## src/rtl/rv_core_pkg.sv

```systemverilog
// Shared core-wide constants and the operand-fetch FSM state type.
package rv_core_pkg;

    localparam int XLEN      = 32;
    localparam int NREG      = 32;
    localparam int REG_IDX_W = 5;

    typedef enum logic [1:0] {
        EMPTY = 2'd0,
        FULL  = 2'd1,
        STALL = 2'd2
    } of_state_t;

endpackage

```

## src/rtl/scoreboard.sv

```systemverilog
// Register busy-bit scoreboard: tracks in-flight writers and flags RAW hazards,
// treating a same-cycle writeback as already resolved.
module scoreboard
    import rv_core_pkg::REG_IDX_W;
#(
    parameter int NREG = rv_core_pkg::NREG
) (
    input  logic                 clk,
    input  logic                 reset_n,
    input  logic                 flush,
    input  logic                 set_en,
    input  logic [REG_IDX_W-1:0] set_idx,
    input  logic                 clr_en,
    input  logic [REG_IDX_W-1:0] clr_idx,
    input  logic                 use1,
    input  logic [REG_IDX_W-1:0] rs1,
    input  logic                 use2,
    input  logic [REG_IDX_W-1:0] rs2,
    output logic                 hazard
);

    logic [NREG-1:0] busy;
    logic [NREG-1:0] busy_next;

    function automatic logic src_blocked(input logic                 use_it,
                                         input logic [REG_IDX_W-1:0] idx,
                                         input logic [NREG-1:0]      bits,
                                         input logic                 wb_en,
                                         input logic [REG_IDX_W-1:0] wb_idx);
        if (!use_it || idx == '0 || int'(idx) >= NREG) return 1'b0;
        return bits[idx] && !(wb_en && wb_idx == idx);
    endfunction

    assign hazard = src_blocked(use1, rs1, busy, clr_en, clr_idx) ||
                    src_blocked(use2, rs2, busy, clr_en, clr_idx);

    // Clear first, then set: a new writer wins over a retiring one on the same index.
    always_comb begin
        busy_next = busy;
        if (clr_en && int'(clr_idx) < NREG) busy_next[clr_idx] = 1'b0;
        if (set_en && int'(set_idx) < NREG) busy_next[set_idx] = 1'b1;
        busy_next[0] = 1'b0;
    end

    always_ff @(posedge clk or negedge reset_n) begin
        if (!reset_n) begin
            busy <= '0;
        end else if (flush) begin
            busy <= '0;
        end else begin
            busy <= busy_next;
        end
    end

endmodule

```

## src/rtl/operand_fetch.sv

```systemverilog
// Operand fetch stage: reads the register file, forwards same-cycle writeback,
// stalls on scoreboard hazards and hands one operand pair per cycle to execute.
module operand_fetch
    import rv_core_pkg::REG_IDX_W, rv_core_pkg::of_state_t,
           rv_core_pkg::EMPTY, rv_core_pkg::FULL, rv_core_pkg::STALL;
#(
    parameter int XLEN = rv_core_pkg::XLEN,
    parameter int NREG = rv_core_pkg::NREG
) (
    input  logic                 clk,
    input  logic                 reset_n,
    input  logic                 flush,
    input  logic                 in_valid,
    output logic                 in_ready,
    input  logic [REG_IDX_W-1:0] in_rs1,
    input  logic [REG_IDX_W-1:0] in_rs2,
    input  logic [REG_IDX_W-1:0] in_rd,
    input  logic                 in_use_rs1,
    input  logic                 in_use_rs2,
    input  logic                 in_rd_we,
    input  logic [31:0]          in_instr,
    output logic                 rd_en1,
    output logic                 rd_en2,
    output logic [REG_IDX_W-1:0] rd_index1,
    output logic [REG_IDX_W-1:0] rd_index2,
    input  logic [XLEN-1:0]      rd_data1,
    input  logic [XLEN-1:0]      rd_data2,
    input  logic                 wb_en,
    input  logic [REG_IDX_W-1:0] wb_index,
    input  logic [XLEN-1:0]      wb_data,
    output logic                 out_valid,
    input  logic                 out_ready,
    output logic [XLEN-1:0]      out_op1,
    output logic [XLEN-1:0]      out_op2,
    output logic [REG_IDX_W-1:0] out_rd,
    output logic                 out_rd_we,
    output logic [31:0]          out_instr,
    output logic [15:0]          stall_count,
    output of_state_t            fsm_state
);

    // Handshakes: a transfer happens on a clock edge where valid and ready are both
    // high. A producer holding valid keeps its payload stable until that edge; ready
    // may depend combinationally on valid-side state but valid never depends on ready.

    logic            hazard;
    logic            accept;
    logic            set_en;
    logic [XLEN-1:0] op1_res;
    logic [XLEN-1:0] op2_res;

    function automatic logic [XLEN-1:0] resolve(input logic                 use_it,
                                                input logic [REG_IDX_W-1:0] idx,
                                                input logic [XLEN-1:0]      rf_data,
                                                input logic                 fwd_en,
                                                input logic [REG_IDX_W-1:0] fwd_idx,
                                                input logic [XLEN-1:0]      fwd_data);
        if (!use_it || idx == '0) return '0;
        if (fwd_en && fwd_idx == idx) return fwd_data;
        return rf_data;
    endfunction

    assign rd_en1    = in_valid & in_use_rs1;
    assign rd_en2    = in_valid & in_use_rs2;
    assign rd_index1 = in_rs1;
    assign rd_index2 = in_rs2;

    assign in_ready = ~hazard & (~out_valid | out_ready) & ~flush;
    assign accept   = in_valid & in_ready;
    assign set_en   = accept & in_rd_we & (in_rd != '0);

    assign op1_res = resolve(in_use_rs1, in_rs1, rd_data1, wb_en, wb_index, wb_data);
    assign op2_res = resolve(in_use_rs2, in_rs2, rd_data2, wb_en, wb_index, wb_data);

    scoreboard #(
        .NREG (NREG)
    ) u_scoreboard (
        .clk     (clk),
        .reset_n (reset_n),
        .flush   (flush),
        .set_en  (set_en),
        .set_idx (in_rd),
        .clr_en  (wb_en),
        .clr_idx (wb_index),
        .use1    (in_use_rs1),
        .rs1     (in_rs1),
        .use2    (in_use_rs2),
        .rs2     (in_rs2),
        .hazard  (hazard)
    );

    always_ff @(posedge clk or negedge reset_n) begin
        if (!reset_n) begin
            fsm_state   <= EMPTY;
            out_valid   <= 1'b0;
            out_op1     <= '0;
            out_op2     <= '0;
            out_rd      <= '0;
            out_rd_we   <= 1'b0;
            out_instr   <= '0;
            stall_count <= '0;
        end else begin
            if (in_valid && hazard && stall_count != 16'hFFFF)
                stall_count <= stall_count + 16'd1;

            if (flush) begin
                fsm_state <= EMPTY;
                out_valid <= 1'b0;
            end else if (accept) begin
                fsm_state <= FULL;
                out_valid <= 1'b1;
                out_op1   <= op1_res;
                out_op2   <= op2_res;
                out_rd    <= in_rd;
                out_rd_we <= in_rd_we;
                out_instr <= in_instr;
            end else if (out_valid && !out_ready) begin
                fsm_state <= FULL;
            end else begin
                // Output drained (or never held): park in STALL while a hazard blocks.
                fsm_state <= (in_valid && hazard) ? STALL : EMPTY;
                out_valid <= 1'b0;
            end
        end
    end

endmodule

```

## config.mk

```make
export PLATFORM = sky130hd
export DESIGN_NAME = operand_fetch
export DESIGN_NICKNAME = d
export VERILOG_FILES = /design/src/rtl/rv_core_pkg.sv /design/src/rtl/scoreboard.sv /design/src/rtl/operand_fetch.sv
export SDC_FILE = /design/constraint.sdc
export NUM_CORES = 1
export LEC_CHECK = 0
export CAP_MARGIN = 20
export CORE_MARGIN = 8
export CORE_UTILIZATION = 33
export DETAILED_ROUTE_END_ITERATION = 6
export GPL_TIMING_DRIVEN = 0
export PLACE_DENSITY = 0.7
export SETUP_SLACK_MARGIN = 0.2
export SLEW_MARGIN = 20
export SYNTH_ARGS = -nofsm -noshare
export SYNTH_HDL_FRONTEND = slang
export SYNTH_SLANG_ARGS = --single-unit
```

## constraint.sdc

```tcl
create_clock -name clk -period 5 [get_ports clk]
set_clock_uncertainty 0.15 [all_clocks]
set_input_delay 0.5 -clock clk [delete_from_list [all_inputs] [get_ports clk]]
set_output_delay 0.5 -clock clk [all_outputs]
set_load 0.01 [all_outputs]
```

==> summary.md, run 1 <==
| Metric | Value |
|---|---|
| Vias per cell | a little over 5 |
| Vias | slightly below 7000 |
| Htree depth | 4 |
| Number of synthesized flops with an enable pin | 0 |
| Die footprint | 27900 µm² |
| CP Max Fanout | 10 |
| Reg2Reg Depth | 11 |
| Fin Setup TNS | 0 ns |
| Clock Power Share | 0.343 |
| Sequential cell area fraction in the yosys report | 0.504 |
| Fmax | between 0.2 and 0.3 GHz |
| Critical Path Start Type | input port |
| Async set-reset flop share out of synthesis | 1.00 |
| Largest net degree at the start of global routing | between 80 and 90 |
| Unrepaired setup endpoints after global routing | false |
| Congestion Overflow GR | 0 |
| Psw | between 0.001 and 0.0015 W |
| Critical path class | input port to output port |
| I/O pin cnt | between 200 and 300 |
| Worst-path clk slew | roughly 0.070 ns |
| Tmin final | about 4.0 ns |
| Sw Ratio | 0.295 |
| Comb pwr share | 0.254 |
| RD Place Congestion | roughly 0.88 |
| Met2 global-route usage | 0.329 |
| Met1 Use GR | 0.226 |
| Initial antenna violation count | 1 |
| Pint | 0.00260 W |
| Drt pass-1 iters | 5 |
| CTS tree | done |
| Critical Path AT | between 3 and 4 ns |
| Post-Syn Area | roughly 7500 µm² |
| Top post-synthesis cells by area | dfrtp_1 (50%), a22oi_1 (6.6%), o21ai_0 (6.6%), mux2_2 (6.0%), nand2_1 (4.9%) |
| GRT Max-Usage Layer | met2 |
| Peak VDD IR | about 0.20 mV |
| Ys flop type | dfrtp_1 |
| CP endpoint kind | output port |
| Status | finished, final reports clean |
| DRC | 0 |
| Hold WC Path Type | flop to flop |
| Maximum clock insertion buffer count | 2 |
| Met3 Use GR | 0.0703 |
| Final Slew Violations | 0 |
| Setup slack at placement | around 0.62 ns |
| FF-to-FF End | out_op1[18]$_DFFE_PN0P_ |
| Final Hold Fails | 0 |
| Most frequent cells in the layout | clkdlybuf4s50_1 (279), dfrtp_1 (152), nand2_1 (99), o21ai_0 (99), a22oi_1 (66) |
| TritonCTS Buffers | 17 |
| RR Startpoint | u_scoreboard.busy[23]$_DFF_PN0_ |
| Initial core utilization | 0.334 |
| Layout area overhead | 50.0% |
| P per Cell Area | about 330 nW/µm² |
| Hold depth | 2 |
| Worst Hold Launch | out_op1[25]$_DFFE_PN0P_ |
| Yosys reg bits | 152 |
| Setup Viol. Count Final | 0 |
| Ant diodes | 0 |
| Die W | between 150 and 200 µm |
| Worst slew pin tran | 1.00 ns |
| Power share of the sequential group | 0.404 |
| GRT Overall Usage | 0.194 |
| PnR worst setup slack | a little over 1 ns |
| DR WL/cell | 20.5 µm |
| Synth top area share | 0.504 |
| Worst Path Required | around 4.4 ns |
| Vias in the first global route | ~7400 |
| Initial drt markers | ~470 |
| Synth unique cells | 50 |
| Commonest non-fill, non-tap cell in the layout | clkdlybuf4s50_1 |
| Final WL | ~27000 µm |
| CTS sink count | ~150 |
| Rows | 55 |
| Flop2flop setup slack | ~1.8 ns |
| First-pass GRT wire length | 42700 µm |
| Total power draw | 0.00369 W |
| Clock root buffer master | clkbuf_16 |
| Clock Latency Late Sink | around 0.42 ns |
| Final ANT Viol Nets | 0 |
| Cell taking the most area after synthesis | dfrtp_1 |
| Port bufs | 280 |
| Resize count post-CTS | 0 |
| Fin crit share | 0.799 |
| Final nets | 1193 |
| Worst Hold End | out_op1[25]$_DFFE_PN0P_ |
| Leakage | approximately 4.6 nW |
| Synthesized area per cell | 10.3 µm² |
| Max_slew headroom | 0.329 |
| Final Util | 0.501 |
| Syn Nets | 892 |
| Die Y | around 170 µm |
| Layout cells sized above 1 | 0.121 |
| # Max-Cap Violations | 0 |
| Final instance area | 11300 µm² |
| Hpwl dp | 21200 µm |
| Post-place instance area | 10700 µm² |
| Total number of yosys warnings | 0 |
| Core ar. | between 20000 and 25000 µm² |
| Gate Count Post-Synth | between 700 and 800 |
-- power groups by stage --
stage,combinational [W],clock [W],sequential (W)
2_1_floorplan,0.000260,0,0.00158
3_3_place_gp,0.000937,0,0.00150
3_5_place_dp,0.000946,0,0.00151
4_1_cts,0.000950,0.00128,0.00149
5_1_grt,0.00101,0.00134,0.00151
6_report,0.000935,0.00126,0.00149
-- through the flow --
stage	hold WS (ns)	cells
after CTS	0.334	1333
after global routing	0.346	1333
after detailed placement	0.319	1300
after global placement	0.311	1299
final	0.328	1333
after floorplan	0.0544	734
-- synthesized netlist by cell type (3+ instances only) --
library cell / n
o21ai_0: 99
and3_1: 19
xor2_1: 8
buf_6: 3
nor2_1: 14
or2_2: 3
mux2_2: 40
o21ai_1: 9
mux2i_1: 16
nor3b_1: 5
mux4_2: 6
a22oi_1: 66
nand3b_1: 18
nand3_1: 20
inv_1: 6
nor3_1: 4
clkbuf_1: 36
nor2b_1: 24
buf_2: 16
xnor2_1: 16
nand2_1: 99
dfrtp_1: 152
o21ai_2: 8
buf_4: 11
-- state kept, by name, summed over array words and instances (netlist names) --
register,flops
out_instr,32
out_op1,32
out_op2,32
u_scoreboard.busy,31
stall_count,16
out_rd,5
fsm_state,2
out_rd_we,1
out_valid,1
-- metal layers --
layer	wire length, µm	up-vias
li1	-	3229
met1	11100	3365
met2	13300	265
met3	2310	38
met4	584	2
met5	13	-
-- worst max-delay path by stage --
| stage | cells after the start | end | startpoint |
|---|---|---|---|
| final | 9 | in_ready | in_rs2[4] |
| after detailed placement | 12 | out_valid$_DFFE_PN0P_ | in_rs2[2] |
| after CTS | 9 | in_ready | in_rs2[4] |
| after global placement | 1 | out_op1[23]$_DFFE_PN0P_ | reset_n |
| after floorplan | 10 | u_scoreboard.busy[21]$_DFF_PN0_ | in_rs1[1] |
| after global routing | 9 | in_ready | in_rs2[4] |
-- what timing repair did --
action	4_1_cts	5_1_grt
buffers inserted	0	0
hold buffers	1	0
hold endpoints to repair	70	0
-- kinds of logic after synthesis --
group,after synthesis,share of synthesized area
AO/OA/AOI/OAI,196,0.162
multiplexers,64,0.104
adder cells (fa/ha/maj),1,0.00166
AND/OR/NAND/NOR,224,0.152
flip-flops,152,0.504
buffers and inverters,73,0.0474
XOR/XNOR,24,0.0279
-- critical path, stage by stage --
cell             delay [ns]
clkdlybuf4s50_1        0.50
clkbuf_1               0.37
xor2_1                 0.12
nor4_1                 0.45
a31oi_1                0.44
inv_2                  0.17
o22ai_1                0.09
nor2_1                 0.14
clkdlybuf4s50_1        0.55
-- layout make-up --
cell class / count / area [µm²]
multi-input combinational: 509 / 3380
timing repair buffer: 282 / 2850
sequential: 152 / 3800
inverter: 7 / 26.3
tap: 285 / 357
clock buffer: 19 / 443
buffer: 66 / 332
fill: 2156 / 11300
clock inverter: 13 / 130
No activity file was read; power rests on OpenSTA's default activity.
==> run 2, diff against run 1 <==
- PLACE_DENSITY: 0.7 -> 0.73
- clock period: 5 -> 3.4 ns (I/O delays scaled with it)
==> run 2 against run 1 <==
Net effect: combinational power is 49% higher; highest routed layer unchanged; worst setup slack worse by 0.66 ns; critical path depth is 1 lower; critical endpoint is now u_scoreboard.busy[2]$_DFF_PN0_.
==> summary.md, run 2 (synthesis results as in run 1) <==
| Metric | Value |
|---|---|
| Psw | approximately 0.0016 W |
| Max stage delay cell, worst path | mux4_1 |
| Critical Path AT | 3.22 ns |
| Worst Path Required | between 3 and 4 ns |
| Layout area overhead | 52.4% |
| Pint | just under 0.004 W |
| CP bufs+invs | 2 |
| Die W | 167 µm |
| Final Hold Fails | 0 |
| Setup slack at placement | -0.759 ns |
| P per Cell Area | slightly below 500 nW/µm² |
| DR WL/cell | around 21 µm |
| Initial antenna violation count | 2 |
| PnR worst setup slack | 0.350 ns |
| Commonest non-fill, non-tap cell in the layout | clkdlybuf4s50_1 |
| Power share of the sequential group | 0.393 |
| Vias per cell | roughly 5.3 |
| Total power draw | ~0.0056 W |
| Unrepaired setup endpoints after global routing | false |
| Largest net degree at the start of global routing | 88 |
| Status | finished, final reports clean |
| Crit path from | u_scoreboard.busy[9]$_DFF_PN0_ |
| Peak VDD IR | about 0.30 mV |
| CTS tree | done |
| Congestion Overflow GR | 0 |
| RD Place Congestion | around 0.90 |
| Most frequent cells in the layout | clkdlybuf4s50_1 (275), dfrtp_1 (152), nand2_1 (99) |
| Final instance area | between 10000 and 15000 µm² |
| Setup Viol. Count Final | 0 |
| Layout cells sized above 1 | 0.139 |
| First-pass GRT wire length | 42700 µm |
| CP Max Fanout | 10 |
| TritonCTS Buffers | 17 |
| Core ar. | between 20000 and 25000 µm² |
| Final ANT Viol Nets | 0 |
| CP delay by family, top | compound AO/OA/AOI/OAI gates |
| Fin crit share | 0.897 |
| CTS sink count | roughly 150 |
| Htree depth | 4 |
| Drt pass-1 iters | 5 |
| Fmax | between 0.3 and 0.4 GHz |
| Sw Ratio | 0.288 |
| Ant diodes | 0 |
| Slowest Stage Delay on Critical Path | roughly 0.5 ns |
| Die footprint | 27900 µm² |
| Reg2Reg Depth | 8 |
| DRC | 0 |
| Vias | slightly above 7000 |
| Initial core utilization | 0.334 |
| Hold WC Path Type | input port to flop |
| Crit path depth | 8 |
| Non-filler instance count after layout | approximately 1300 |
| DP Cell Count | 1300 |
| Worst Setup EP | u_scoreboard.busy[2]$_DFF_PN0_ |
| CP endpoint kind | flop |
| Maximum clock insertion buffer count | 2 |
| Die Y | around 170 µm |
| Initial drt markers | roughly 520 |
| GRT Overall Usage | 0.194 |
| RR Startpoint | u_scoreboard.busy[9]$_DFF_PN0_ |
| Final WL | between 20000 and 30000 µm |
| FF-to-FF End | u_scoreboard.busy[2]$_DFF_PN0_ |
| Rows | 55 |
| I/O pin cnt | roughly 290 |
| Comb pwr share | 0.250 |
| Critical Path Start Type | flop |
| Critical path class | flop to flop |
| Final nets | between 1000 and 1500 |
| Clock Power Share | 0.358 |
| # Max-Cap Violations | 0 |
| Flop2flop setup slack | 0.35 ns |
| Port bufs | 280 |
| Tmin final | 3.05 ns |
| Final Slew Violations | 0 |
| Hpwl dp | 21300 µm |
| Vias in the first global route | 7407 |
| Worst-path clk slew | roughly 0.070 ns |
| Max_slew headroom | 0.549 |
| Worst slew pin tran | slightly below 0.7 ns |
| Largest regs | out_instr (32), out_op1 (32), out_op2 (32) |
| Leakage | between 4 and 5 nW |
| Clock root buffer master | clkbuf_16 |
| Clock Latency Late Sink | between 0.4 and 0.5 ns |
| Post-place instance area | 10700 µm² |
| Cell chain of the critical path | mux4_1, a32o_1, nor4_4, o221ai_2, buf_6, or3_1, clkbuf_1, o21ai_0 |
-- run 2: cell count changes in the layout (fill, tap and decap cells not counted), moves of 2 or more --
| cell | before | now |
|---|---|---|
| clkbuf_1 | 37 | 28 |
| clkbuf_2 | 0 | 7 |
| buf_2 | 16 | 10 |
| buf_4 | 11 | 16 |
| clkdlybuf4s50_1 | 279 | 275 |
| clkbuf_4 | 0 | 3 |
| dlymetal6s2s_1 | 0 | 3 |
| o21ai_0 | 99 | 96 |
| o21ai_1 | 9 | 12 |
| buf_6 | 3 | 5 |
| bufinv_16 | 0 | 2 |
| inv_6 | 4 | 2 |
-- run 2: stage by stage --
step	setup TNS [ns]	hold WS (ns)	utilization
floorplan	0	-0.106	-
global placement	-751.60	0.310	0.474
detailed placement	-76.44	0.232	0.476
CTS	0	0.262	0.506
global route	0	0.332	0.509
finish	0	0.298	0.509
-- run 2: per-layer routing --
| layer | track usage | routed length, µm | up-vias |
|---|---|---|---|
| met4 | 0.0575 | 597 | 4 |
| met2 | 0.327 | 13600 | 336 |
| li1 | - | - | 3242 |
| met5 | 0 | 27 | - |
| met1 | 0.229 | 10900 | 3460 |
| met3 | 0.0687 | 2450 | 45 |
-- run 2: repair_timing --
item / 4_1_cts / 5_1_grt
gates cloned: 0 / 0
resized for setup: 14 / 26
hold buffers: 1 / 0
buffers inserted: 0 / 3
hold endpoints to repair: 86 / 0
pin swaps: 1 / 0
endpoints found under the setup margin: 146 / 145
-- run 2: worst register-to-register path, delay by kind of cell (launching register included) --
family          cells  cell delay (ns)
compound gates      3             0.74
buf+inv             2             0.42
flops               1             0.43
mux                 1             0.51
simple gates        2             0.70
-- run 2: final cells by class --
cell class                      count  area (µm²)
Multi-Input combinational cell    509        3440
Buffer                             66         367
Fill cell                        2081       11100
Clock buffer                       18         439
Sequential cell                   152        3800
Clock inverter                     14         183
Inverter                            7        26.3
Timing Repair Buffer              285        2870
Tap cell                          285         357
-- run 2: how the worst min path moves through the flow --
stage	slack, ns	endpoint	cells after the start	startpoint
global route	0.33	u_scoreboard.busy[16]$_DFF_PN0_	5	wb_index[0]
detailed placement	0.23	stall_count[0]$_DFFE_PN0P_	1	reset_n
global placement	0.31	out_op1[16]$_DFFE_PN0P_	2	out_op1[16]$_DFFE_PN0P_
CTS	0.26	u_scoreboard.busy[8]$_DFF_PN0_	5	wb_index[0]
finish	0.30	u_scoreboard.busy[8]$_DFF_PN0_	5	wb_index[1]
floorplan	-0.11	fsm_state[0]$_DFF_PN0_	0	reset_n
-- run 2: power by group through the flow --
| stage | logic [W] | clock network [W] | registers (W) |
|---|---|---|---|
| after floorplan | 0.000382 | 0 | 0.00232 |
| after global placement | 0.00137 | 0 | 0.00221 |
| after detailed placement | 0.00139 | 0 | 0.00222 |
| after CTS | 0.00140 | 0.00203 | 0.00219 |
| after global routing | 0.00149 | 0.00212 | 0.00222 |
| final | 0.00139 | 0.00200 | 0.00219 |
